## src/rtl/instr_fetch_unit.sv

```systemverilog
// Instruction fetch unit: owns the fetch PC, reads the combinational
// instruction memory one word per cycle while the prefetch FIFO has room,
// and hands buffered {pc, instr} pairs to decode over valid/ready.
// A redirect from execute flushes the FIFO and restarts fetch at the target.
module instr_fetch_unit #(
  parameter logic [31:0] RESET_PC = 32'h0000_0000,
  parameter int          DEPTH    = 4,
  parameter int          CNT_W    = 3
) (
  input  logic             clk,
  input  logic             rst,
  output logic [31:0]      imem_addr,
  output logic             imem_re,
  input  logic [31:0]      imem_instr,
  input  logic             redirect_valid,
  input  logic [31:0]      redirect_pc,
  output logic             if_valid,
  output logic [31:0]      if_instr,
  output logic [31:0]      if_pc,
  input  logic             if_ready,
  output logic [CNT_W-1:0] fifo_count
);

  localparam int               PTR_W   = $clog2(DEPTH);
  localparam logic [CNT_W-1:0] DEPTH_C = CNT_W'(DEPTH);

  logic [31:0]      fetch_pc;
  logic [31:0]      buf_pc    [DEPTH];
  logic [31:0]      buf_instr [DEPTH];
  logic [PTR_W-1:0] rd_ptr;
  logic [PTR_W-1:0] wr_ptr;
  logic [CNT_W-1:0] count;

  logic pop;
  logic room;
  logic push;

  // if_valid depends only on registered count, so if_ready never reaches it
  assign if_valid   = (count != '0);
  assign if_pc      = if_valid ? buf_pc[rd_ptr]    : 32'h0;
  assign if_instr   = if_valid ? buf_instr[rd_ptr] : 32'h0;
  assign fifo_count = count;
  assign imem_addr  = fetch_pc;
  assign imem_re    = push;

  // Room and fetch decision; a pop in the same cycle frees a slot for the push
  always_comb begin
    pop  = if_valid & if_ready;
    room = (count < DEPTH_C) | pop;
    push = room & ~redirect_valid & ~rst;
  end

  // Fetch PC, pointers and occupancy; a redirect overrides any pop or push
  always_ff @(posedge clk or posedge rst) begin
    if (rst) begin
      fetch_pc <= RESET_PC;
      rd_ptr   <= '0;
      wr_ptr   <= '0;
      count    <= '0;
    end else if (redirect_valid) begin
      fetch_pc <= {redirect_pc[31:2], 2'b00};
      rd_ptr   <= '0;
      wr_ptr   <= '0;
      count    <= '0;
    end else begin
      if (push) begin
        fetch_pc <= fetch_pc + 32'd4;
        wr_ptr   <= wr_ptr + PTR_W'(1);
      end
      if (pop) begin
        rd_ptr <= rd_ptr + PTR_W'(1);
      end
      case ({push, pop})
        2'b10:   count <= count + CNT_W'(1);
        2'b01:   count <= count - CNT_W'(1);
        default: count <= count;
      endcase
    end
  end

  // FIFO storage; contents are don't-care while the slot is not occupied
  always_ff @(posedge clk) begin
    if (push) begin
      buf_pc[wr_ptr]    <= fetch_pc;
      buf_instr[wr_ptr] <= imem_instr;
    end
  end

endmodule
```

## config.mk

```make
export PLATFORM = sky130hd
export DESIGN_NAME = instr_fetch_unit
export DESIGN_NICKNAME = d
export VERILOG_FILES = /design/src/rtl/instr_fetch_unit.sv
export SDC_FILE = /design/constraint.sdc
export NUM_CORES = 1
export LEC_CHECK = 0
export ABC_AREA = 1
export CAP_MARGIN = 5
export CORE_MARGIN = 4
export CORE_UTILIZATION = 50
export DETAILED_ROUTE_END_ITERATION = 16
export MAX_ROUTING_LAYER = met4
export PLACE_DENSITY = 0.8
export SETUP_SLACK_MARGIN = 0.1
export SYNTH_ARGS = -nofsm -noshare
export SYNTH_HDL_FRONTEND = slang
export SYNTH_SLANG_ARGS = --single-unit
```

## constraint.sdc

```tcl
create_clock -name clk -period 8.2 [get_ports clk]
set_clock_uncertainty 0.05 [all_clocks]
set_input_delay 1.23 -clock clk [delete_from_list [all_inputs] [get_ports clk]]
set_output_delay 1.23 -clock clk [all_outputs]
set_load 0.02 [all_outputs]
```

==> impl_metrics.csv, run 1 <==
group,metric,value,unit
status,run_status,"completed",
synth,yosys.area_share.adder,0.679,%
sta,final.setup.tns,0,ns
cells_and_area,fill_cells,1842,
synth,synth-compound-area-share,9.62,%
routing,initialDrtViolationCount,758,
setup_path,rrSetupSlack,5.66,ns
sta,report.final.hold_viol_count,0,
cells_and_area,syn2layout_area_growth,23.0,%
clock_network,worst_setup_hold_path_clk_slew,0.06,ns
hold_path,worstHoldPathType,"reg2reg",
setup_path,timing.critical_path.required,6.92,ns
cells_and_area,fraction_of_final_layout_cells_with_drive_strength_greater_than_1,5.89,%
synth,synth_xor_xnor_area_share,0.432,%
synth,synth_top_family_by_area,"simple AND/OR/NAND/NOR gates",
sta,fmaxAchievable,197,MHz
global_routing,grt_start_max_net_pins,73,
floorplanning,io_pins,169,
floorplanning,chipWidth,164,µm
clock_network,clock_sinks,285,
floorplanning,die_h,164,µm
sta,rsz0062_at_grt,"false",
cells_and_area,final_cell_mix,"284 x nor2_1, 248 x edfxtp_1, 162 x clkdlybuf4s50_1, 155 x nand2_1, 138 x o21ai_0",
cells_and_area,mostFrequentLayoutCell,"nor2_1",
routing,vias_cell,5.30,
clock_network,cts_setup_buffers,0,
cells_and_area,multi_input_comb_area,3350,µm²
routing,dr_total_vias,8611,
power_and_ir_drop,sw_frac_of_total,29.5,%
power_and_ir_drop,pwr-share-comb,23.4,%
synth,netlist_instances,1136,
placement,place.port_buffers,162,
synth,mappedNetlistArea,12200,µm²
synth,synth.distinct_cells,36,
job,cap_violations,0,
power_and_ir_drop,p_int,2.78,mW
synth,seq_total_area_yosys,68.8,%
clock_network,htree_num_levels,1,
global_routing,vias_in_the_first_global_route,8484,
sta,timing.final.crit_share,61.9,%
setup_path,criticalPathCategory,"reg2out",
clock_network,post_cts_resized,0,
cells_and_area,antenna-diode-count,0,
cells_and_area,nNetsFinal,1359,
sta,final_setup_viols,0,
placement,post-place-ws,3.47,ns
sta,final_critical_path_setup_slack,3.12,ns
routing,wire_per_inst,17.1,µm
setup_path,critPathSlowestCell,"dfrtp_4",
sta,timing.final.max_slew_violations,0,
sta,relSlewSlack,35.0,%
setup_path,worst-endpoint-arrival,3.80,ns
synth,synth.avg_cell_area,10.7,µm²
setup_path,critPathLaunchType,"flip-flop",
power_and_ir_drop,irDropWorstVdd,0.000145,V
floorplanning,std_cell_rows,56,
routing,final_antenna_net_count,0,
clock_network,cts_bufs_inserted,29,
power_and_ir_drop,power_switching,1.16,mW
clock_network,cts_hold_bufs,0,
placement,dp_hpwl,16300,µm
floorplanning,design.die.area,26900,µm²
global_routing,track_usage,21.0,%
sta,worst_pin_slew,0.975,ns
synth,yosys_warnings,0,
global_routing,initial_antenna_violation_count,0,
synth,yosys-mux-area-fraction,0,%
cells_and_area,seqCellArea,8380,µm²
power_and_ir_drop,p_clk_share,32.1,%
global_routing,wire_length_of_the_first_global_routing_pass,43200,µm
global_routing,globalRoute.totalOverflow,0,
placement,gp_congestion,0.838,
routing,detail_route.drc_violations,0,
setup_path,timing.critical_path.fanout_max,65,
synth,synth_seq_cells,285,
routing,detail_route.first_pass.iterations,5,
clock_network,clk_root_buffer_cell,"clkbuf_16",
placement,place_inst,1573,
clock_network,clock_tree_from_tritoncts,"yes",
power_and_ir_drop,pwr_density_cell,263,nW/µm²
synth,share_of_synthesized_cell_area_in_and_or_nand_and_nor_gates,16.5,%
setup_path,cell_chain_critical_path,"clkinv_2, buf_4, o21ai_0, a21oi_1, clkdlybuf4s50_1",
floorplanning,initial_core_util,51.4,%
routing,drt_wl_total,27800,µm
clock_network,insertion_delay,0.52,ns
floorplanning,fp.coreArea,23700,µm²
setup_path,worst_setup_path_end_kind,"output pin",
cells_and_area,layout.cells.non_filler,1626,
power_and_ir_drop,power.leakage,5.40,nW
setup_path,worst_path_largest_cell_delay,0.81,ns
power_and_ir_drop,power_frac_seq,44.5,%
clock_network,clk_buf_depth,3,
sta,post-route-min-period,5.08,ns
-- state kept, by name (all words and copies together) (netlist names) --
name	flops
fifo_count	3
buf_instr	128
imem_addr	30
buf_pc	120
wr_ptr	2
rd_ptr	2
-- power groups by stage --
stage	logic (mW)	registers [mW]	clock network, mW
2_1_floorplan	0.511	1.77	0
3_3_place_gp	0.909	1.78	0
3_5_place_dp	0.926	1.78	0
4_1_cts	0.930	1.75	1.29
5_1_grt	1.00	1.77	1.35
6_report	0.922	1.75	1.26
-- cell usage after synthesis (all sizes together) --
| cell | n | area [µm²] |
|---|---|---|
| nor2 | 295 | 1130 |
| edfxtp | 248 | 7450 |
| nand2 | 157 | 599 |
| o21ai | 144 | 732 |
| a21oi | 65 | 325 |
| inv | 52 | 198 |
| nand3 | 45 | 230 |
| dfrtp | 37 | 926 |
| buf | 29 | 168 |
| clkbuf | 29 | 109 |
| o21bai | 11 | 82.6 |
| xor2 | 6 | 52.6 |
| ha | 5 | 62.6 |
| and2 | 3 | 18.8 |
| a22oi | 1 | 7.51 |
| clkinv | 1 | 5.00 |
| conb | 1 | 3.75 |
| fa | 1 | 20.0 |
| nand3b | 1 | 7.51 |
| nor3b | 1 | 7.51 |
| o211ai | 1 | 7.51 |
| o221ai | 1 | 8.76 |
| o22ai | 1 | 6.26 |
| or2 | 1 | 6.26 |
-- stage by stage --
stage          hold slack [ns]  power, mW  utilization, %  area, µm²
2_1_floorplan            0.530       2.28               -      12200
3_3_place_gp             0.501       2.69            59.3      14000
3_5_place_dp             0.510       2.71            59.3      14000
4_1_cts                  0.525       3.97            63.2      15000
5_1_grt                  0.584       4.11            63.2      15000
6_report                 0.522       3.94            63.2      15000
-- cell type report --
class / instances / area share [%]
inverter: 53 / 1.35
timing repair buffer: 173 / 11.4
sequential: 285 / 56.0
clock buffer: 38 / 5.14
multi-input combinational: 743 / 22.4
clock inverter: 15 / 1.06
tap: 319 / 2.67
-- cells by family after synthesis --
group           Yosys count
compound gates          224
xor+xnor                  6
fa+ha+maj                 6
buf+inv                 111
flops                   285
other cells               1
simple gates            503
-- metal layers --
metal | global-route usage (%) | up-vias | wire length, µm
li1 | - | 4166 | -
met1 | 26.5 | 4081 | 11600
met2 | 35.8 | 316 | 13900
met3 | 2.79 | 48 | 1660
met4 | 6.29 | 0 | 594
met5 | - | - | 0
-- worst max-delay path, delay by kind of cell, from the launching register on --
| family | cells | cell delay, ns |
|---|---|---|
| buffers and inverters | 3 | 1.94 |
| AO/OA/AOI/OAI | 2 | 0.47 |
| flip-flops | 1 | 0.81 |
-- worst paths after layout --
check / startpoint / end / cells after the start
setup / recovery: rd_ptr[0]$_DFFE_PP0P_ / if_pc[17] / 5
hold / removal: fifo_count[2]$_DFFE_PP0P_ / fifo_count[2]$_DFFE_PP0P_ / 2
setup reg to reg: fifo_count[2]$_DFFE_PP0P_ / buf_instr[1][4]$_DFFE_PP_ / 4
hold reg to reg: fifo_count[2]$_DFFE_PP0P_ / fifo_count[2]$_DFFE_PP0P_ / 2
max in group asynchronous: rst / rd_ptr[0]$_DFFE_PP0P_ / 3
min in group asynchronous: rst / fifo_count[0]$_DFFE_PP0P_ / 3
Note: power is estimated with default switching activity, not from simulation.
==> run 2: changes to the inputs <==
Clock period 8.2 ns to 5.08 ns, I/O delays scaled along.
==> impl_metrics.csv, run 2 (same netlist as run 1, synthesis figures left out) <==
group,metric,value,unit
setup_path,timing.critical_path.fanout_max,68,
clock_network,post_cts_resized,0,
cells_and_area,final_cell_mix,"284 x nor2_1, 248 x edfxtp_1, 162 x clkdlybuf4s50_1, 155 x nand2_1, 138 x o21ai_0",
sta,final_setup_viols,0,
sta,timing.final.max_slew_violations,0,
placement,gp_congestion,0.850,
sta,final.setup.tns,0,ns
routing,final_antenna_net_count,0,
clock_network,clock_sinks,285,
floorplanning,fp.coreArea,23700,µm²
sta,timing.final.crit_share,84.4,%
floorplanning,initial_core_util,51.4,%
floorplanning,design.die.area,26900,µm²
routing,initialDrtViolationCount,673,
sta,rsz0062_at_grt,"false",
floorplanning,io_pins,169,
clock_network,cts_bufs_inserted,28,
setup_path,worst-endpoint-arrival,3.48,ns
global_routing,vias_in_the_first_global_route,8616,
power_and_ir_drop,pwr_density_cell,428,nW/µm²
setup_path,critPathLaunchType,"flip-flop",
cells_and_area,mostFrequentLayoutCell,"nor2_1",
floorplanning,chipWidth,164,µm
power_and_ir_drop,irDropWorstVdd,0.000237,V
clock_network,clock_tree_from_tritoncts,"yes",
power_and_ir_drop,power_switching,1.86,mW
global_routing,grt_start_max_net_pins,69,
clock_network,htree_num_levels,1,
job,cap_violations,0,
cells_and_area,syn2layout_area_growth,23.5,%
global_routing,track_usage,21.0,%
routing,dr_total_vias,8754,
setup_path,ff2ff_path_depth,10,
global_routing,globalRoute.totalOverflow,0,
power_and_ir_drop,power_frac_seq,43.6,%
cells_and_area,multi_input_comb_area,3350,µm²
hold_path,holdPathStages,2,
global_routing,initial_antenna_violation_count,0,
cells_and_area,seqCellArea,8380,µm²
global_routing,wire_length_of_the_first_global_routing_pass,43400,µm
sta,post-route-min-period,4.29,ns
power_and_ir_drop,sw_frac_of_total,28.9,%
setup_path,worst_setup_path_end_kind,"output pin",
sta,relSlewSlack,32.6,%
setup_path,timing.critical_path.required,4.27,ns
cells_and_area,nNetsFinal,1361,
power_and_ir_drop,p_clk_share,32.5,%
routing,detail_route.first_pass.iterations,7,
routing,detail_route.drc_violations,0,
placement,post-place-ws,1.29,ns
floorplanning,std_cell_rows,56,
clock_network,clk_root_buffer_cell,"clkbuf_16",
sta,fmaxAchievable,233,MHz
routing,drt_wl_total,27700,µm
cells_and_area,fill_cells,1830,
clock_network,insertion_delay,0.53,ns
sta,worst_pin_slew,1.01,ns
cells_and_area,fraction_of_final_layout_cells_with_drive_strength_greater_than_1,5.81,%
power_and_ir_drop,p_int,4.57,mW
clock_network,clk_buf_depth,3,
power_and_ir_drop,pwr-share-comb,23.9,%
routing,vias_cell,5.38,
status,run_status,"completed",
clock_network,cts_hold_bufs,0,
routing,wire_per_inst,17.0,µm
sta,final_critical_path_setup_slack,0.792,ns
clock_network,worst_setup_hold_path_clk_slew,0.06,ns
clock_network,cts_setup_buffers,0,
floorplanning,die_h,164,µm
sta,report.final.hold_viol_count,0,
cells_and_area,regMostFlops,"buf_instr",
power_and_ir_drop,power.leakage,5.42,nW
placement,dp_hpwl,16500,µm
cells_and_area,largest_register_ffs,128,
hold_path,worstHoldPathType,"reg2reg",
placement,place.port_buffers,162,
cells_and_area,antenna-diode-count,0,
setup_path,criticalPathCategory,"reg2out",
run 2: cell types whose count changed in the layout (fill, tap and decap cells not counted), sizes merged:
cell / previous run / this run
inv: 54 / 52
clkbuf: 38 / 35
buf: 11 / 14
bufinv: 3 / 5
run 2: cell type report:
cell class	instances	area share (%)
clock inverters	15	1.30
flip-flops and latches	285	55.7
clock buffers	35	4.98
multi-input cells	743	22.3
repair buffers	176	11.7
well taps	319	2.66
inverters	53	1.35
run 2: worst max-delay path, stage by stage, from the launching register on:
cell             delay [ns]
dfrtp_4                0.41
buf_4                  0.52
buf_4                  0.70
nor2_1                 0.12
nor2_1                 0.15
o21ai_0                0.12
a21oi_1                0.24
clkdlybuf4s50_1        0.65
run 2: final timing paths:
kind,startpoint,endpoint,slack [ns]
worst min-delay path,fifo_count[2]$_DFFE_PP0P_,fifo_count[2]$_DFFE_PP0P_,0.52
worst max register to register,fifo_count[2]$_DFFE_PP0P_,fifo_count[2]$_DFFE_PP0P_,2.88
worst max-delay path,rd_ptr[0]$_DFFE_PP0P_,if_pc[7],0.79
min in group asynchronous,rst,fifo_count[1]$_DFFE_PP0P_,0.66
worst min register to register,fifo_count[2]$_DFFE_PP0P_,fifo_count[2]$_DFFE_PP0P_,0.52
max in group asynchronous,rst,rd_ptr[0]$_DFFE_PP0P_,3.91
run 2: through the flow:
stage	utilization, %	area [µm²]	hold WS [ns]	cells	total power, mW
floorplan	-	12200	0.530	1139	3.68
global placement	59.5	14100	0.499	1576	4.36
detailed placement	59.5	14100	0.506	1576	4.39
CTS	63.5	15000	0.521	1626	6.47
global route	63.5	15000	0.569	1626	6.71
finish	63.5	15000	0.519	1626	6.43
run 2: power groups by stage:
| stage | registers, mW | logic, mW | clock network, mW |
|---|---|---|---|
| after floorplan | 2.86 | 0.824 | 0 |
| after CTS | 2.80 | 1.55 | 2.12 |
| final | 2.80 | 1.53 | 2.09 |
| after global routing | 2.82 | 1.67 | 2.23 |
| after detailed placement | 2.85 | 1.54 | 0 |
| after global placement | 2.84 | 1.51 | 0 |
run 2: metal layers:
metal  global-route usage (%)  routed length (µm)  vias up  part of all wire [%]
li1                         -                   -     4183                     -
met1                     26.9               11500     4190                    41
met2                     35.4               13800      323                    50
met3                     2.33                1690       58                   6.1
met4                     6.94                 733        0                   2.6
met5                        -                   0        -                     0
